**config.mk**
```make
export PLATFORM = sky130hd
export DESIGN_NAME = y86_decode_regfile_flat
export DESIGN_NICKNAME = d
export VERILOG_FILES = /design/src/rtl/y86_decode_regfile_pkg.sv /design/src/rtl/y86_decode_regfile_if.sv /design/src/rtl/y86_decode_regfile_regfile.sv /design/src/rtl/y86_decode_regfile.sv /design/src/flat_wrapper.sv
export SDC_FILE = /design/constraint.sdc
export NUM_CORES = 2
export LEC_CHECK = 0
export CORE_MARGIN = 2
export CORE_UTILIZATION = 45
export CTS_CLUSTER_DIAMETER = 200
export DETAILED_ROUTE_END_ITERATION = 8
export SLEW_MARGIN = 10
export SYNTH_ARGS = -nofsm -noshare
export SYNTH_HDL_FRONTEND = slang
export SYNTH_SLANG_ARGS = --single-unit
export TNS_END_PERCENT = 1
```
**constraint.sdc**
```tcl
create_clock -name clk -period 59.4 [get_ports clk]
set_input_delay 8.91 -clock clk [delete_from_list [all_inputs] [get_ports clk]]
set_output_delay 8.91 -clock clk [all_outputs]
set_load 0.01 [all_outputs]
```
**src/rtl/y86_decode_regfile_pkg.sv**
```systemverilog
// Shared Y86-64 definitions: widths, register IDs and instruction codes.
package y86_pkg;

    localparam int W    = 64;
    localparam int NREG = 15;

    localparam logic [3:0] REG_NONE = 4'hF;
    localparam logic [3:0] REG_RSP  = 4'h4;

    localparam logic [3:0] I_HALT   = 4'h0;
    localparam logic [3:0] I_NOP    = 4'h1;
    localparam logic [3:0] I_CMOVXX = 4'h2;
    localparam logic [3:0] I_IRMOVQ = 4'h3;
    localparam logic [3:0] I_RMMOVQ = 4'h4;
    localparam logic [3:0] I_MRMOVQ = 4'h5;
    localparam logic [3:0] I_OPQ    = 4'h6;
    localparam logic [3:0] I_JXX    = 4'h7;
    localparam logic [3:0] I_CALL   = 4'h8;
    localparam logic [3:0] I_RET    = 4'h9;
    localparam logic [3:0] I_PUSHQ  = 4'hA;
    localparam logic [3:0] I_POPQ   = 4'hB;

    // Largest legal function code for an icode (unused icodes report 0).
    function automatic logic [3:0] ifun_limit(input logic [3:0] icode);
        case (icode)
            I_CMOVXX, I_JXX: ifun_limit = 4'd6;
            I_OPQ:           ifun_limit = 4'd3;
            default:         ifun_limit = 4'd0;
        endcase
    endfunction

endpackage

```
**src/rtl/y86_decode_regfile_if.sv**
```systemverilog
// Decode/register-file bundle; master drives instruction and write-back, slave answers.
interface y86_decode_regfile_if;
    import y86_pkg::*;

    logic [7:0]   opcode;
    logic [7:0]   rArB;
    logic [W-1:0] valC;
    logic         reEn;
    logic         wrEn;
    logic [3:0]   registernumber1_write;
    logic [3:0]   registernumber2_write;
    logic [W-1:0] val_write1;
    logic [W-1:0] val_write2;
    logic [3:0]   registernumber1;
    logic [3:0]   registernumber2;
    logic [3:0]   dst_e;
    logic [3:0]   dst_m;
    logic [W-1:0] val_read1;
    logic [W-1:0] val_read2;
    logic         error;
    logic         regerr;

    modport master (
        output opcode, rArB, valC, reEn, wrEn,
        output registernumber1_write, registernumber2_write, val_write1, val_write2,
        input  registernumber1, registernumber2, dst_e, dst_m,
        input  val_read1, val_read2, error, regerr
    );

    modport slave (
        input  opcode, rArB, valC, reEn, wrEn,
        input  registernumber1_write, registernumber2_write, val_write1, val_write2,
        output registernumber1, registernumber2, dst_e, dst_m,
        output val_read1, val_read2, error, regerr
    );

endinterface

```
**src/rtl/y86_decode_regfile_regfile.sv**
```systemverilog
// 15 x 64-bit register file: two combinational read ports, two write ports,
// port 2 overrides port 1 when both target the same register.
module y86_regfile
    import y86_pkg::*;
(
    input  logic         clk,
    input  logic         reset,
    input  logic         re_en,
    input  logic         wr_en,
    input  logic [3:0]   rd_id1,
    input  logic [3:0]   rd_id2,
    input  logic [3:0]   wr_id1,
    input  logic [3:0]   wr_id2,
    input  logic [W-1:0] wr_val1,
    input  logic [W-1:0] wr_val2,
    output logic [W-1:0] rd_val1,
    output logic [W-1:0] rd_val2,
    output logic         regerr
);

    logic [W-1:0] regs_reg [NREG];
    logic [3:0]   rd_id  [2];
    logic [W-1:0] rd_val [2];

    assign rd_id[0] = rd_id1;
    assign rd_id[1] = rd_id2;
    assign rd_val1  = rd_val[0];
    assign rd_val2  = rd_val[1];

    // Write-back; the second assignment lets valM win a same-ID conflict.
    always_ff @(posedge clk or posedge reset) begin
        if (reset) begin
            for (int i = 0; i < NREG; i++) regs_reg[i] <= '0;
        end else if (wr_en) begin
            if (wr_id1 != REG_NONE) regs_reg[wr_id1] <= wr_val1;
            if (wr_id2 != REG_NONE) regs_reg[wr_id2] <= wr_val2;
        end
    end

    // Read ports: ID 0xF or a disabled read returns zero; no write bypass.
    generate
        for (genvar gi = 0; gi < 2; gi++) begin : g_rd
            assign rd_val[gi] = (re_en && rd_id[gi] != REG_NONE) ? regs_reg[rd_id[gi]] : '0;
        end
    endgenerate

    assign regerr = wr_en && (wr_id1 == wr_id2) && (wr_id1 != REG_NONE);

endmodule

```
**src/rtl/y86_decode_regfile.sv**
```systemverilog
// SEQ Y86-64 decode stage: register selection, legality check and register file.
module y86_decode_regfile
    import y86_pkg::*;
(
    input  logic                clk,
    input  logic                reset,
    y86_decode_regfile_if.slave bus
);

    logic [3:0] icode, ifun, ra, rb;
    logic [3:0] src_a, src_b, dst_e, dst_m;
    logic       uses_ra, uses_rb, bad_icode, ra_must_none;

    assign icode = bus.opcode[7:4];
    assign ifun  = bus.opcode[3:0];
    assign ra    = bus.rArB[7:4];
    assign rb    = bus.rArB[3:0];

    // Pick sources/destinations per icode and note which specifier fields are used.
    always_comb begin
        src_a        = REG_NONE;
        src_b        = REG_NONE;
        dst_e        = REG_NONE;
        dst_m        = REG_NONE;
        uses_ra      = 1'b0;
        uses_rb      = 1'b0;
        bad_icode    = 1'b0;
        ra_must_none = 1'b0;
        case (icode)
            I_HALT, I_NOP, I_JXX: ;
            I_CMOVXX: begin src_a = ra; dst_e = rb; uses_ra = 1'b1; uses_rb = 1'b1; end
            I_IRMOVQ: begin dst_e = rb; uses_rb = 1'b1; ra_must_none = 1'b1; end
            I_RMMOVQ: begin src_a = ra; src_b = rb; uses_ra = 1'b1; uses_rb = 1'b1; end
            I_MRMOVQ: begin src_b = rb; dst_m = ra; uses_ra = 1'b1; uses_rb = 1'b1; end
            I_OPQ:    begin src_a = ra; src_b = rb; dst_e = rb; uses_ra = 1'b1; uses_rb = 1'b1; end
            I_CALL:   begin src_b = REG_RSP; dst_e = REG_RSP; end
            I_RET:    begin src_a = REG_RSP; src_b = REG_RSP; dst_e = REG_RSP; end
            I_PUSHQ:  begin src_a = ra; src_b = REG_RSP; dst_e = REG_RSP; uses_ra = 1'b1; end
            I_POPQ:   begin src_a = REG_RSP; src_b = REG_RSP; dst_e = REG_RSP; dst_m = ra; uses_ra = 1'b1; end
            default:  bad_icode = 1'b1;
        endcase
    end

    // Decoded values are still presented on error; later stages gate on the flag.
    assign bus.error = bad_icode
                     || (ifun > ifun_limit(icode))
                     || (uses_ra && ra == REG_NONE)
                     || (uses_rb && rb == REG_NONE)
                     || (ra_must_none && ra != REG_NONE);

    assign bus.registernumber1 = src_a;
    assign bus.registernumber2 = src_b;
    assign bus.dst_e           = dst_e;
    assign bus.dst_m           = dst_m;

    y86_regfile u_regfile (
        .clk     (clk),
        .reset   (reset),
        .re_en   (bus.reEn),
        .wr_en   (bus.wrEn),
        .rd_id1  (src_a),
        .rd_id2  (src_b),
        .wr_id1  (bus.registernumber1_write),
        .wr_id2  (bus.registernumber2_write),
        .wr_val1 (bus.val_write1),
        .wr_val2 (bus.val_write2),
        .rd_val1 (bus.val_read1),
        .rd_val2 (bus.val_read2),
        .regerr  (bus.regerr)
    );

endmodule

```
**src/flat_wrapper.sv**
```systemverilog
// flat-port wrapper written by rule: the top's interface ports become plain ports
module y86_decode_regfile_flat import y86_pkg::*;
  (clk, reset, bus_opcode, bus_rArB, bus_valC, bus_reEn, bus_wrEn, bus_registernumber1_write, bus_registernumber2_write, bus_val_write1, bus_val_write2, bus_registernumber1, bus_registernumber2, bus_dst_e, bus_dst_m, bus_val_read1, bus_val_read2, bus_error, bus_regerr);
  y86_decode_regfile_if bus_i ();
  input  logic clk;
  input  logic reset;
  input wire logic [$bits(bus_i.opcode)-1:0] bus_opcode;
  input wire logic [$bits(bus_i.rArB)-1:0] bus_rArB;
  input wire logic [$bits(bus_i.valC)-1:0] bus_valC;
  input wire logic [$bits(bus_i.reEn)-1:0] bus_reEn;
  input wire logic [$bits(bus_i.wrEn)-1:0] bus_wrEn;
  input wire logic [$bits(bus_i.registernumber1_write)-1:0] bus_registernumber1_write;
  input wire logic [$bits(bus_i.registernumber2_write)-1:0] bus_registernumber2_write;
  input wire logic [$bits(bus_i.val_write1)-1:0] bus_val_write1;
  input wire logic [$bits(bus_i.val_write2)-1:0] bus_val_write2;
  output wire logic [$bits(bus_i.registernumber1)-1:0] bus_registernumber1;
  output wire logic [$bits(bus_i.registernumber2)-1:0] bus_registernumber2;
  output wire logic [$bits(bus_i.dst_e)-1:0] bus_dst_e;
  output wire logic [$bits(bus_i.dst_m)-1:0] bus_dst_m;
  output wire logic [$bits(bus_i.val_read1)-1:0] bus_val_read1;
  output wire logic [$bits(bus_i.val_read2)-1:0] bus_val_read2;
  output wire logic [$bits(bus_i.error)-1:0] bus_error;
  output wire logic [$bits(bus_i.regerr)-1:0] bus_regerr;
  assign bus_i.opcode = bus_opcode;
  assign bus_i.rArB = bus_rArB;
  assign bus_i.valC = bus_valC;
  assign bus_i.reEn = bus_reEn;
  assign bus_i.wrEn = bus_wrEn;
  assign bus_i.registernumber1_write = bus_registernumber1_write;
  assign bus_i.registernumber2_write = bus_registernumber2_write;
  assign bus_i.val_write1 = bus_val_write1;
  assign bus_i.val_write2 = bus_val_write2;
  assign bus_registernumber1 = bus_i.registernumber1;
  assign bus_registernumber2 = bus_i.registernumber2;
  assign bus_dst_e = bus_i.dst_e;
  assign bus_dst_m = bus_i.dst_m;
  assign bus_val_read1 = bus_i.val_read1;
  assign bus_val_read2 = bus_i.val_read2;
  assign bus_error = bus_i.error;
  assign bus_regerr = bus_i.regerr;
  y86_decode_regfile u_core (.clk(clk), .reset(reset), .bus(bus_i));
endmodule
```
# Word level (Yosys, flattened, before mapping)
# Index checks and enable logic that the tools add are counted.
[word_totals] regBits=960 latchBits=0 ram_bits=0 romBits=0 input_bits=220 out_inout_bits=146 mem_count=0
[op_classes] add_sub_neg=0 n_mul=0 n_div=0 magnitude_cmp=7 eq_ne=19 n_shift=0 n_mux=26 bitwise_logic=4 reduce_logical=24
[ops] op="$mux W960" count=3
[ops] op="$bwmux W960" count=2
[ops] op="$bmux W64 S4" count=2
[ops] op="$demux W64 S4" count=2
[ops] op="$mux W64" count=8
[ops] op="$eq A4 B4 Y1 const B" count=6
[ops] op="$pmux W4 S2" count=3
[ops] op="$ge A5 B5 Y1 const B" count=4
[ops] op="$ne A4 B4 Y1 const B" count=5
[ops] op="$not A4 Y5" count=4
[ops] op="$eq A4 B3 Y1 const B" count=4
[ops] op="$reduce_or A12 Y1" count=1
[ops] op="$lt A5 B1 Y1 const B" count=2
[ops] op="$logic_and A1 B1 Y1" count=9
[ops] op="$eq A4 B2 Y1 const B" count=2
[ops] op="$reduce_or A4 Y1" count=2
[ops] op="$pmux W3 S2" count=1
[ops] op="$reduce_or A2 Y1" count=3
[ops] op="$reduce_or A3 Y1" count=2
[ops] op="$reduce_or A6 Y1" count=1
[ops] op="$reduce_or A5 Y1" count=1
[ops] op="$eq A4 B1 Y1 const B" count=1
[ops] op="$eq A4 B4 Y1" count=1
[ops] op="$gt A4 B3 Y1" count=1
[ops] op="other kinds (4)" count=10

# Depth between registers and ports, before layout
[logic_depth] depth_word=10 ltp_mapped=11 ltp_nobuf=9

# Cells and area by module
# A second synthesis with hierarchy kept.
[unflattened] hier_cells=5747 hier_area_um2=57164.8
[modules_own_cells] mod="y86_regfile" instances=1 cells_per_inst=5689 area_per_inst_um2=56736.9 seq_area_each_um2=24023.0
[modules_own_cells] mod="y86_decode_regfile" instances=1 cells_per_inst=58 area_per_inst_um2=427.9 seq_area_each_um2=0.0

# Least setup slack after synthesis
# OpenSTA, ideal clock, no wires.
[synth_timing] path_kind="input to output" start="in bus_opcode[7]" end="out bus_val_read1[7]" arrival_ns=10.538 required_ns=50.490 setup_slack_ns=39.952 cell_stages=9 cell_sequence="nand2b_1 > buf_4 > a2111oi_4 > buf_6 > buf_2 > o21ai_0 > o2111ai_1 > nand4_1 > a21oi_1"
[synth_between] elab_chain_cells=8 word_cells_on_any_way=16 cone_classes="7 x eq/ne; 5 x mux; 1 x bitwise; 3 x reduce/logical"
[synth_rtl] item="start, declared" line_no="flat_wrapper.sv:7" text="input wire logic [$bits(bus_i.opcode)-1:0] bus_opcode;"
[synth_rtl] item="$eq A4 B3 Y1, or another cell as far along" line_no="y86_decode_regfile.sv:29" text="case (icode)"
[synth_rtl] item="$reduce_or A4 Y1 (no source line) or $reduce_or A2 Y1 (tied branches)"
[synth_rtl] item="$pmux W4 S2 *" line_no="y86_decode_regfile.sv:29"
[synth_rtl] item="$not A4 Y5 (implied by the code)" line_no="y86_decode_regfile_regfile.sv:43" text="assign rd_val[gi] = (re_en && rd_id[gi] != REG_NONE) ? regs_reg[rd_id[gi]] : '0;"
[synth_rtl] item="$bmux W64 S4" line_no="y86_decode_regfile_regfile.sv:43"
[synth_rtl] item="$mux W64 (implied by the code) (2 in series)" line_no="y86_decode_regfile_regfile.sv:43"
[synth_rtl] item="$mux W64 *" line_no="y86_decode_regfile_regfile.sv:43"
[synth_rtl] item="end, declared" line_no="flat_wrapper.sv:20" text="output wire logic [$bits(bus_i.val_read1)-1:0] bus_val_read1;"
# Mark *: on every way between the ends. The rest lies on a longest branch, timed or not. The select of a mux whose other input is x is not followed.

# Worst setup path in the final report
[layout_timing] start="in bus_opcode[7]" end="out bus_val_read1[51]"
# The elaborated chain is that of the path after synthesis.

==> impl_results.md <==
* Most frequent cells after synthesis: 1060 x a21oi_1, 966 x nor2_1, 960 x dfrtp_1, 913 x o22ai_1, 631 x clkbuf_1
* Max FFs per register at 960
* Pwr per Cell Area at 33.6 nW/um^2
* DRC at 0
* CP endpoint kind: primary output
* Placement Cell Area at 61000 sq um
* CTS tree: yes
* Layout fillers at 12.1k
* Avg Cell Area, Syn at 8.32 sq um
* Core Footprint at 128000 sq um
* Post-Syn Instances at 6951
* Largest net degree at the start of global routing at 166
* Die Height at 362 um
* Period minus WS final at around 24 ns
* Met1 WL at 110 mm
* Hold buffer count at cts at 0
* CP max FO at 51
* Die X at 362 um
* Drt wl/cell at 36.3 um
* DR WL met2 at about 130 mm
* Fin crit share at 40.6%
* Dpl hpwl at 153 mm
* Ys async rst share at 100%
* GR Util All Layers at 44.4%
* Status: complete, no violations
* Clk pin slew, worst setup/hold paths at approximately 0.060 ns
* Top cells by area, synth: dfrtp_1 42%, o22ai_1 9.9%, a21oi_1 9.2%, nor2_1 6.3%, mux2i_1 5.4%
* Final hold violations at 0
* Max_cap viols at 0
* Final #Nets at 6839
* Post-Syn Area at just under 60000 sq um
* H-tree depth at 3
* RSZ-0062 raised after global routing: no
* Hold crit path type: reg -> reg
* Register area share after synthesis at 41.5%
* CP Launch Type: primary input
* Final worst slack at approximately 35 ns
* Vias post-DR at 65.0k
* Cell taking the most area after synthesis: dfrtp_1
* Ports at 366
* Lkg Pwr at roughly 25 nW
* Synth Net Count at 7174
* Hold depth at 1
* Worst-skew pair later-pin latency at 0.76 ns
* Initial Util at 45.3%
* Layout cells sized above 1 at 6.69%
* CP required at 50.49 ns
* Register bit total from synthesis at 960
* Post-cts resize count at 0
* Die area at roughly 130000 sq um
* Setup Skew at 0 ns
* GRT overflow at 0
* Wire length of the first global-routing pass at 433 mm
* Setup CP Type: in -> out
* Hold Slack at ~0.53 ns
* Post-DRT Antenna Nets at 0
* RR Startpoint: u_core.u_regfile.regs_reg[243]$_DFFE_PP0P_
* Clock tree buffer depth at 3
* Vias in the first global route at 60.9k
* Hold Startpoint: u_core.u_regfile.regs_reg[443]$_DFFE_PP0P_
* Critical Path Source: bus_opcode[7]
* Post-Layout Inst Area at 65000 sq um
* CP arrival at 15.23 ns
* Number of synthesized flops with an enable pin at 0
* Cell variety after synth at 72
* Port bufs at between 300 and 400
* Max Fclk at 41.4 MHz
* Syn. warnings at 0
* Routed wire length at between 300 and 400 mm
* GP Congestion at between 0.9 and 1
* Std-Cell Rows at roughly 130
* Final setup viols at 0
* Top sig layer: met5
* Top_reg_cell synth: dfrtp_1
* DRT Pass-1 Iters at 9
* Via-to-Cell Ratio at 7.74
* Worst reg2reg path depth at 2
* P&R area growth vs syn at 12.3%
* Clk root buf: clkbuf_16
* Inserted Clock Buffers at 113
* Slew @ Worst Pin at 1.33 ns
* Top-count cell post-synth: a21oi_1
* Total Neg Setup Slack at 0 ns
* 1st-iter DRT viols at between 10k and 15k
* Met3 wire len at between 40 and 50 mm
* Dpl ws at 35.53 ns
* Top cell type's share of synthesized area at 41.5%
* Post-CTS Setup Inserts at 0
* Relative slew margins at 11.7%
* Peak supply drop at 23.9 uV
* Initial antenna violation count at 34
* Max-slew violations at 0
* Sink Count at 960
==> cells in the final DEF, fill, tap and decap left out, types with 6 or more instances in the layout <==
cell type           n
a21boi_4            7
a21o_1            129
a21oi_1          1058
a221o_1           185
a221oi_1          127
a22o_1             39
and2_1             17
and4_1             63
buf_4             133
bufinv_16          10
clkbuf_1           32
clkbuf_16         114
clkbuf_8           31
clkdlybuf4s50_1   298
clkinv_2           17
dfrtp_1           960
diode_2            25
inv_1              11
mux2i_1           314
nand2_1           357
nand2_4            16
nand2b_1           12
nand2b_4            7
nand3_1            23
nand3_4             9
nand4_1            65
nor2_1            961
nor2_4              6
nor2b_1             9
nor3_1             13
o2111ai_1         189
o21a_4              7
o21ai_0           332
o21ai_1            17
o221ai_1           66
o22ai_1           913
o2bb2ai_1          15
o32ai_1            16
or2_2              47
==> critical path, cell delays in order <==
cell and delay [ns]:
clkdlybuf4s50_1 0.78, nor2b_2 0.85, a32o_4 0.48, buf_4 0.74, buf_4 0.75, buf_4 0.85, mux2i_1 0.18, o2111ai_1 0.23
nand4_1 0.15, a21oi_1 0.45, clkdlybuf4s50_1 0.64
==> report_power, final <==
part / switching, mW / total (mW) / internal [mW] / leakage (nW)
clock: 0.311 / 0.746 / 0.435 / 1.91
sequential: 0.137 / 0.955 / 0.819 / 10.7
combinational: 0.295 / 0.478 / 0.183 / 12.4
==> cell type report <==
class	instances	area, sq um	share of cell area, %
Clock inverter	36	479	0.738
Multi-Input combinational cell	5089	30700	47.3
Timing Repair Buffer	438	4110	6.32
Sequential cell	960	24000	37.0
Clock buffer	177	3400	5.23
Antenna cell	25	62.6	0.0963
Inverter	14	65.1	0.100
Tap cell	1662	2080	3.20
==> worst paths after layout <==
check                                                             endpoint  slack, ns
worst max-delay path                                     bus_val_read1[51]      35.26
worst min-delay path            u_core.u_regfile.regs_reg[443]$_DFFE_PP0P_       0.53
worst max register to register  u_core.u_regfile.regs_reg[243]$_DFFE_PP0P_      58.59
worst min register to register  u_core.u_regfile.regs_reg[443]$_DFFE_PP0P_       0.53
max in group asynchronous       u_core.u_regfile.regs_reg[486]$_DFFE_PP0P_      47.33
min in group asynchronous       u_core.u_regfile.regs_reg[263]$_DFFE_PP0P_       8.64
==> through the flow <==
step,total power [mW],utilization [%],cells
4_1_cts,2.15,50.9,8376
5_1_grt,2.25,50.9,8391
3_3_place_gp,1.40,47.8,8163
3_5_place_dp,1.42,47.8,8163
6_report,2.18,50.9,8401
2_1_floorplan,1.25,-,6951
==> cell families after synthesis <==
group,after synthesis,share of synthesized area (%)
compound gates,3129,34.4
flops,960,41.5
mux,314,5.44
simple gates,1638,12.2
buf+inv,902,6.29
fa+ha+maj,3,0.0649
xor+xnor,5,0.0757
==> layer usage <==
| metal | global-route usage (%) | up-vias |
|---|---|---|
| li1 | - | 25600 |
| met1 | 57.7 | 31500 |
| met2 | 62.9 | 6276 |
| met3 | 16.0 | 1587 |
| met4 | 27.1 | 24 |
| met5 | 0 | - |
Note: power is estimated with default switching activity, not from simulation.
